**src/rtl/bram_arbiter.sv**
```systemverilog
// Purpose : two-requester arbiter serialising accesses to a single-port block RAM.
// Latency : grant/strobe one cycle after the IDLE sample; read data returns RD_LAT+2 cycles after the sample.
// Backpressure: requester holds req with stable fields until its gnt pulse; no sampling while busy.
//
// Ports:
//   clk, reset                  clock, synchronous active-high reset
//   a_req/a_we/a_addr/a_wdata   requester A command (held until a_gnt)
//   a_gnt, a_rvalid, a_rdata    A grant pulse, read-data valid pulse, read data (held)
//   b_*                         same set for requester B
//   ram_write, ram_read         one-cycle RAM strobes
//   ram_addr, ram_din           RAM address / write data, change only on a grant
//   ram_dout                    RAM read data, valid RD_LAT cycles after ram_read
//   busy                        high whenever the arbiter is not in IDLE
// Optional build macro: BRAM_ARB_RR_EN selects round-robin tie-break instead of
// fixed A-over-B priority.
module bram_arbiter #(
  parameter int ADDR_W = 4,
  parameter int DATA_W = 8,
  parameter int RD_LAT = 1
) (
  input  logic              clk,
  input  logic              reset,
  input  logic              a_req,
  input  logic              a_we,
  input  logic [ADDR_W-1:0] a_addr,
  input  logic [DATA_W-1:0] a_wdata,
  output logic              a_gnt,
  output logic              a_rvalid,
  output logic [DATA_W-1:0] a_rdata,
  input  logic              b_req,
  input  logic              b_we,
  input  logic [ADDR_W-1:0] b_addr,
  input  logic [DATA_W-1:0] b_wdata,
  output logic              b_gnt,
  output logic              b_rvalid,
  output logic [DATA_W-1:0] b_rdata,
  output logic              ram_write,
  output logic              ram_read,
  output logic [ADDR_W-1:0] ram_addr,
  output logic [DATA_W-1:0] ram_din,
  input  logic [DATA_W-1:0] ram_dout,
  output logic              busy
);

  typedef enum logic [1:0] {IDLE = 2'd0, ACCESS = 2'd1, RDWAIT = 2'd2} state_t;

  state_t              state_q, state_d;
  logic                owner_q, owner_d;   // 0 = A, 1 = B
  logic                we_q, we_d;
  logic [1:0]          cnt_q, cnt_d;
  logic                ram_write_q, ram_write_d;
  logic                ram_read_q, ram_read_d;
  logic [ADDR_W-1:0]   ram_addr_q, ram_addr_d;
  logic [DATA_W-1:0]   ram_din_q, ram_din_d;
  logic                a_gnt_q, a_gnt_d;
  logic                b_gnt_q, b_gnt_d;
  logic                a_rvalid_q, a_rvalid_d;
  logic                b_rvalid_q, b_rvalid_d;
  logic [DATA_W-1:0]   a_rdata_q, a_rdata_d;
  logic [DATA_W-1:0]   b_rdata_q, b_rdata_d;
  logic                pick_b;
  logic                win_we;

`ifdef BRAM_ARB_RR_EN
  // Pointer holds the last granted requester; the other one wins a tie.
  logic last_b_q, last_b_d;
  assign pick_b = b_req & (~a_req | ~last_b_q);
`else
  assign pick_b = b_req & ~a_req;
`endif

  assign win_we = pick_b ? b_we : a_we;

  always_comb begin
    state_d     = state_q;
    owner_d     = owner_q;
    we_d        = we_q;
    cnt_d       = cnt_q;
    ram_write_d = 1'b0;
    ram_read_d  = 1'b0;
    ram_addr_d  = ram_addr_q;
    ram_din_d   = ram_din_q;
    a_gnt_d     = 1'b0;
    b_gnt_d     = 1'b0;
    a_rvalid_d  = 1'b0;
    b_rvalid_d  = 1'b0;
    a_rdata_d   = a_rdata_q;
    b_rdata_d   = b_rdata_q;
`ifdef BRAM_ARB_RR_EN
    last_b_d    = last_b_q;
`endif
    case (state_q)
      IDLE: begin
        if (a_req || b_req) begin
          ram_addr_d  = pick_b ? b_addr  : a_addr;
          ram_din_d   = pick_b ? b_wdata : a_wdata;
          ram_write_d = win_we;
          ram_read_d  = ~win_we;
          a_gnt_d     = ~pick_b;
          b_gnt_d     = pick_b;
          owner_d     = pick_b;
          we_d        = win_we;
`ifdef BRAM_ARB_RR_EN
          last_b_d    = pick_b;
`endif
          state_d     = ACCESS;
        end
      end
      ACCESS: begin
        if (we_q) begin
          state_d = IDLE;
        end else begin
          cnt_d   = 2'(RD_LAT);
          state_d = RDWAIT;
        end
      end
      RDWAIT: begin
        cnt_d = cnt_q - 2'd1;
        // Last wait cycle: ram_dout is valid now, so capture it; the rvalid
        // pulse and the new rdata appear together in the next (IDLE) cycle.
        if (cnt_q == 2'd1) begin
          if (owner_q) begin
            b_rdata_d  = ram_dout;
            b_rvalid_d = 1'b1;
          end else begin
            a_rdata_d  = ram_dout;
            a_rvalid_d = 1'b1;
          end
          state_d = IDLE;
        end
      end
      default: state_d = IDLE;
    endcase
  end

  always_ff @(posedge clk) begin
    if (reset) begin
      state_q     <= IDLE;
      owner_q     <= 1'b0;
      we_q        <= 1'b0;
      cnt_q       <= 2'd0;
      ram_write_q <= 1'b0;
      ram_read_q  <= 1'b0;
      ram_addr_q  <= '0;
      ram_din_q   <= '0;
      a_gnt_q     <= 1'b0;
      b_gnt_q     <= 1'b0;
      a_rvalid_q  <= 1'b0;
      b_rvalid_q  <= 1'b0;
      a_rdata_q   <= '0;
      b_rdata_q   <= '0;
`ifdef BRAM_ARB_RR_EN
      last_b_q    <= 1'b1;  // B counted as last winner so A takes the first tie
`endif
    end else begin
      state_q     <= state_d;
      owner_q     <= owner_d;
      we_q        <= we_d;
      cnt_q       <= cnt_d;
      ram_write_q <= ram_write_d;
      ram_read_q  <= ram_read_d;
      ram_addr_q  <= ram_addr_d;
      ram_din_q   <= ram_din_d;
      a_gnt_q     <= a_gnt_d;
      b_gnt_q     <= b_gnt_d;
      a_rvalid_q  <= a_rvalid_d;
      b_rvalid_q  <= b_rvalid_d;
      a_rdata_q   <= a_rdata_d;
      b_rdata_q   <= b_rdata_d;
`ifdef BRAM_ARB_RR_EN
      last_b_q    <= last_b_d;
`endif
    end
  end

  assign a_gnt     = a_gnt_q;
  assign b_gnt     = b_gnt_q;
  assign a_rvalid  = a_rvalid_q;
  assign b_rvalid  = b_rvalid_q;
  assign a_rdata   = a_rdata_q;
  assign b_rdata   = b_rdata_q;
  assign ram_write = ram_write_q;
  assign ram_read  = ram_read_q;
  assign ram_addr  = ram_addr_q;
  assign ram_din   = ram_din_q;
  assign busy      = (state_q != IDLE);

endmodule

```
**config.mk**
```make
export PLATFORM = sky130hd
export DESIGN_NAME = bram_arbiter
export DESIGN_NICKNAME = d
export VERILOG_FILES = /design/src/rtl/bram_arbiter.sv
export SDC_FILE = /design/constraint.sdc
export NUM_CORES = 1
export LEC_CHECK = 0
export ABC_AREA = 1
export ABC_CLOCK_PERIOD_IN_PS = 2000
export CAP_MARGIN = 40
export CORE_AREA = 2 2 61 75
export CTS_BUF_LIST = sky130_fd_sc_hd__clkbuf_8 sky130_fd_sc_hd__clkbuf_16
export CTS_CLUSTER_DIAMETER = 40
export DETAILED_ROUTE_END_ITERATION = 12
export DIE_AREA = 0 0 63 77
export GPL_TIMING_DRIVEN = 0
export PLACE_DENSITY_LB_ADDON = 0.2
export SLEW_MARGIN = 20
export SYNTH_ARGS = -nofsm -noshare
export SYNTH_HDL_FRONTEND = slang
export SYNTH_SLANG_ARGS = --single-unit
```
**constraint.sdc**
```tcl
create_clock -name clk -period 2 [get_ports clk]
set_input_delay 0.4 -clock clk [delete_from_list [all_inputs] [get_ports clk]]
set_output_delay 0.4 -clock clk [all_outputs]
set_load 0.03 [all_outputs]
```
==> metrics <==
I/O pins 73; number of synthesized register bits 40; outcome finished clean; HPWL Detailed around 3400 um; Num Clock Sinks 40; initial drt markers 46; total gr overflow 0; Crit path required time between 1500 and 2000 ps; Setup TNS Final 0 ps; # DRC 0; H-Tree Depth 2; row cnt 26; Post-Syn Area between 1500 and 2000 um2; Total Power slightly above 2 mW; Die Width between 60 and 70 um; via/cell ratio about 4.5; Register Area about 800 um2; Initial Util 0.454; syn avg cell area 6.54 um2; Synth Instances about 290; DR pass1 iterations 4; Cell variety after synth 19; synth top area cells dfxtp_1, nor2_1, nand2_1; Max Fclk 518 MHz; Crit. End Element output port; clock slew at reported path FFs about 70 ps; Synth Flop Type dfxtp_1; # port buffers 72; vias in the first global route roughly 1800; RSZ-0062 raised after global routing no; synth cell count leaders nor2_1, nand2_1, inv_1, dfxtp_1, nand3_1; # fillers approximately 400; Rel. slew slack 0.687; initial antenna violation count 0; Final Hold Viols 0; Seq/Total Area, Yosys 0.427; ratio of cells with drive above 1 in the final layout 0.0654; Hold Path Class flop to flop; gpl congestion 0.836; maxcap violations 0; total number of vias between 1500 and 2000; clock skew about 4.6 ps; EDFF count, synth 0; total wire length approximately 4600 um; Finished Layout Cells roughly 420; Slew Limit Fails 0; yosys warns 0; Routed wire per std cell 10.8 um; CTS max path bufs 2; Antenna Diode Count 0; leak pwr 1.35 nW; crit path time final roughly 1900 ps; Yosys top cell by area dfxtp_1; top-area cell type share of the netlist area 0.427; Setup CP Type flop to output port; largest net degree at the start of global routing 13; GRT Overall Usage 0.201; power density over the cells between 700 and 800 nW/um2; total die area 4850 um2; Worst Tran Pin Value 469 ps; Die Ht 77 um; Nets approximately 400; Setup violations, final 0; Critical Path Start Type flop; Critical Path Fanout Max 10; CORE AREA a little over 4000 um2; Mapped Nets approximately 330; antenna-violating nets left 0; Area Overhead vs Synth 48.0%; Clk Latency, worst-skew pair slightly below 300 ps; first-pass GRT wire length slightly below 8000 um; CTS tree built; fraction of registers with async set/reset 0; CTS buffer count 5; Placed Cells between 400 and 500; root buffer cell clkbuf_8; critical path data arrival time ~1500 ps; maximum vdd ir drop between 0.0004 and 0.0005 V; Multi-input gate area roughly 800 um2; crit share post-route 0.964; most common cell in the netlist nor2_1
==> state kept, by name, summed over array words and instances (netlist names) <==
| signal | flops |
|---|---|
| a_gnt | 1 |
| ram_read | 1 |
| we_q | 1 |
| b_rdata | 8 |
| b_rvalid | 1 |
| owner_q | 1 |
| a_rdata | 8 |
| b_gnt | 1 |
| ram_addr | 4 |
| ram_din | 8 |
| state_q | 2 |
| ram_write | 1 |
| cnt_q | 2 |
| a_rvalid | 1 |
==> per-stage QoR <==
step / hold WS [ps] / worst slack (ps) / area (um2) / utilization
floorplan: 447 / 713 / 1880 / -
global placement: 466 / 116 / 2670 / 0.645
detailed placement: 470 / 110 / 2670 / 0.645
CTS: 482 / 65.9 / 2770 / 0.671
global route: 490 / 0.685 / 2780 / 0.672
finish: 477 / 71.1 / 2780 / 0.672
==> area by class of cell <==
cell class / instances / area share
Buffer: 11 / 0.0257
Timing Repair Buffer: 72 / 0.259
Multi-Input combinational cell: 181 / 0.288
Sequential cell: 40 / 0.289
Clock buffer: 5 / 0.0248
Tap cell: 56 / 0.0252
Clock inverter: 3 / 0.0140
Inverter: 55 / 0.0744
==> worst max-delay path, cell delays in order, from the launching register on <==
cell and delay (ps):
dfxtp_1 500, nor2_4 100, clkbuf_4 200, inv_1 60, dlygate4sd2_1 390
==> path summary, 6_finish.rpt <==
path / to / slack, ps / startpoint / depth (start not counted)
worst max-delay path: busy / 70 / state_q[1] / 4
worst min-delay path: we_q / 480 / we_q / 2
worst min register to register: we_q / 480 / we_q / 2
worst max register to register: a_rdata[7] / 610 / cnt_q[0] / 6
==> routing by layer <==
layer / vias up / track usage / share of wire
li1: 1015 / - / -
met1: 828 / 0.215 / 0.41
met2: 65 / 0.380 / 0.52
met3: 6 / 0.0484 / 0.064
met4: 0 / 0.0667 / 0.011
met5: - / 0 / 0
==> cells by family after synthesis <==
logic type	count (synthesis)	share of synthesized area
adders and majority gates	1	0.00667
and+or+nand+nor	178	0.414
DFF	40	0.427
buffers and inverters	66	0.147
AOI/OAI and AO/OA	2	0.00534
==> power by group <==
part           leakage, nW  switching [mW]  internal [mW]
clock               0.0593           0.266          0.365
sequential           0.327          0.0397          0.855
combinational        0.962           0.306          0.241
==> repair_timing <==
| action | CTS | global route |
|---|---|---|
| setup endpoints to repair | 1 | 1 |
| hold buffers | 0 | 0 |
| gates resized for setup | 1 | 1 |
| setup buffers | 0 | 0 |
==> cell usage in the layout, fill, tap and decap left out, drive strengths merged <==
master,n
clkdlybuf4s50,71
nor2,74
dfxtp,40
clkinv,2
clkbuf,7
a21oi,2
bufinv,1
buf,9
or2,1
ha,1
nor3,2
inv,55
nand4,9
nand3,31
dlygate4sd2,1
nand2,61
(Power assumes the default switching activity.)
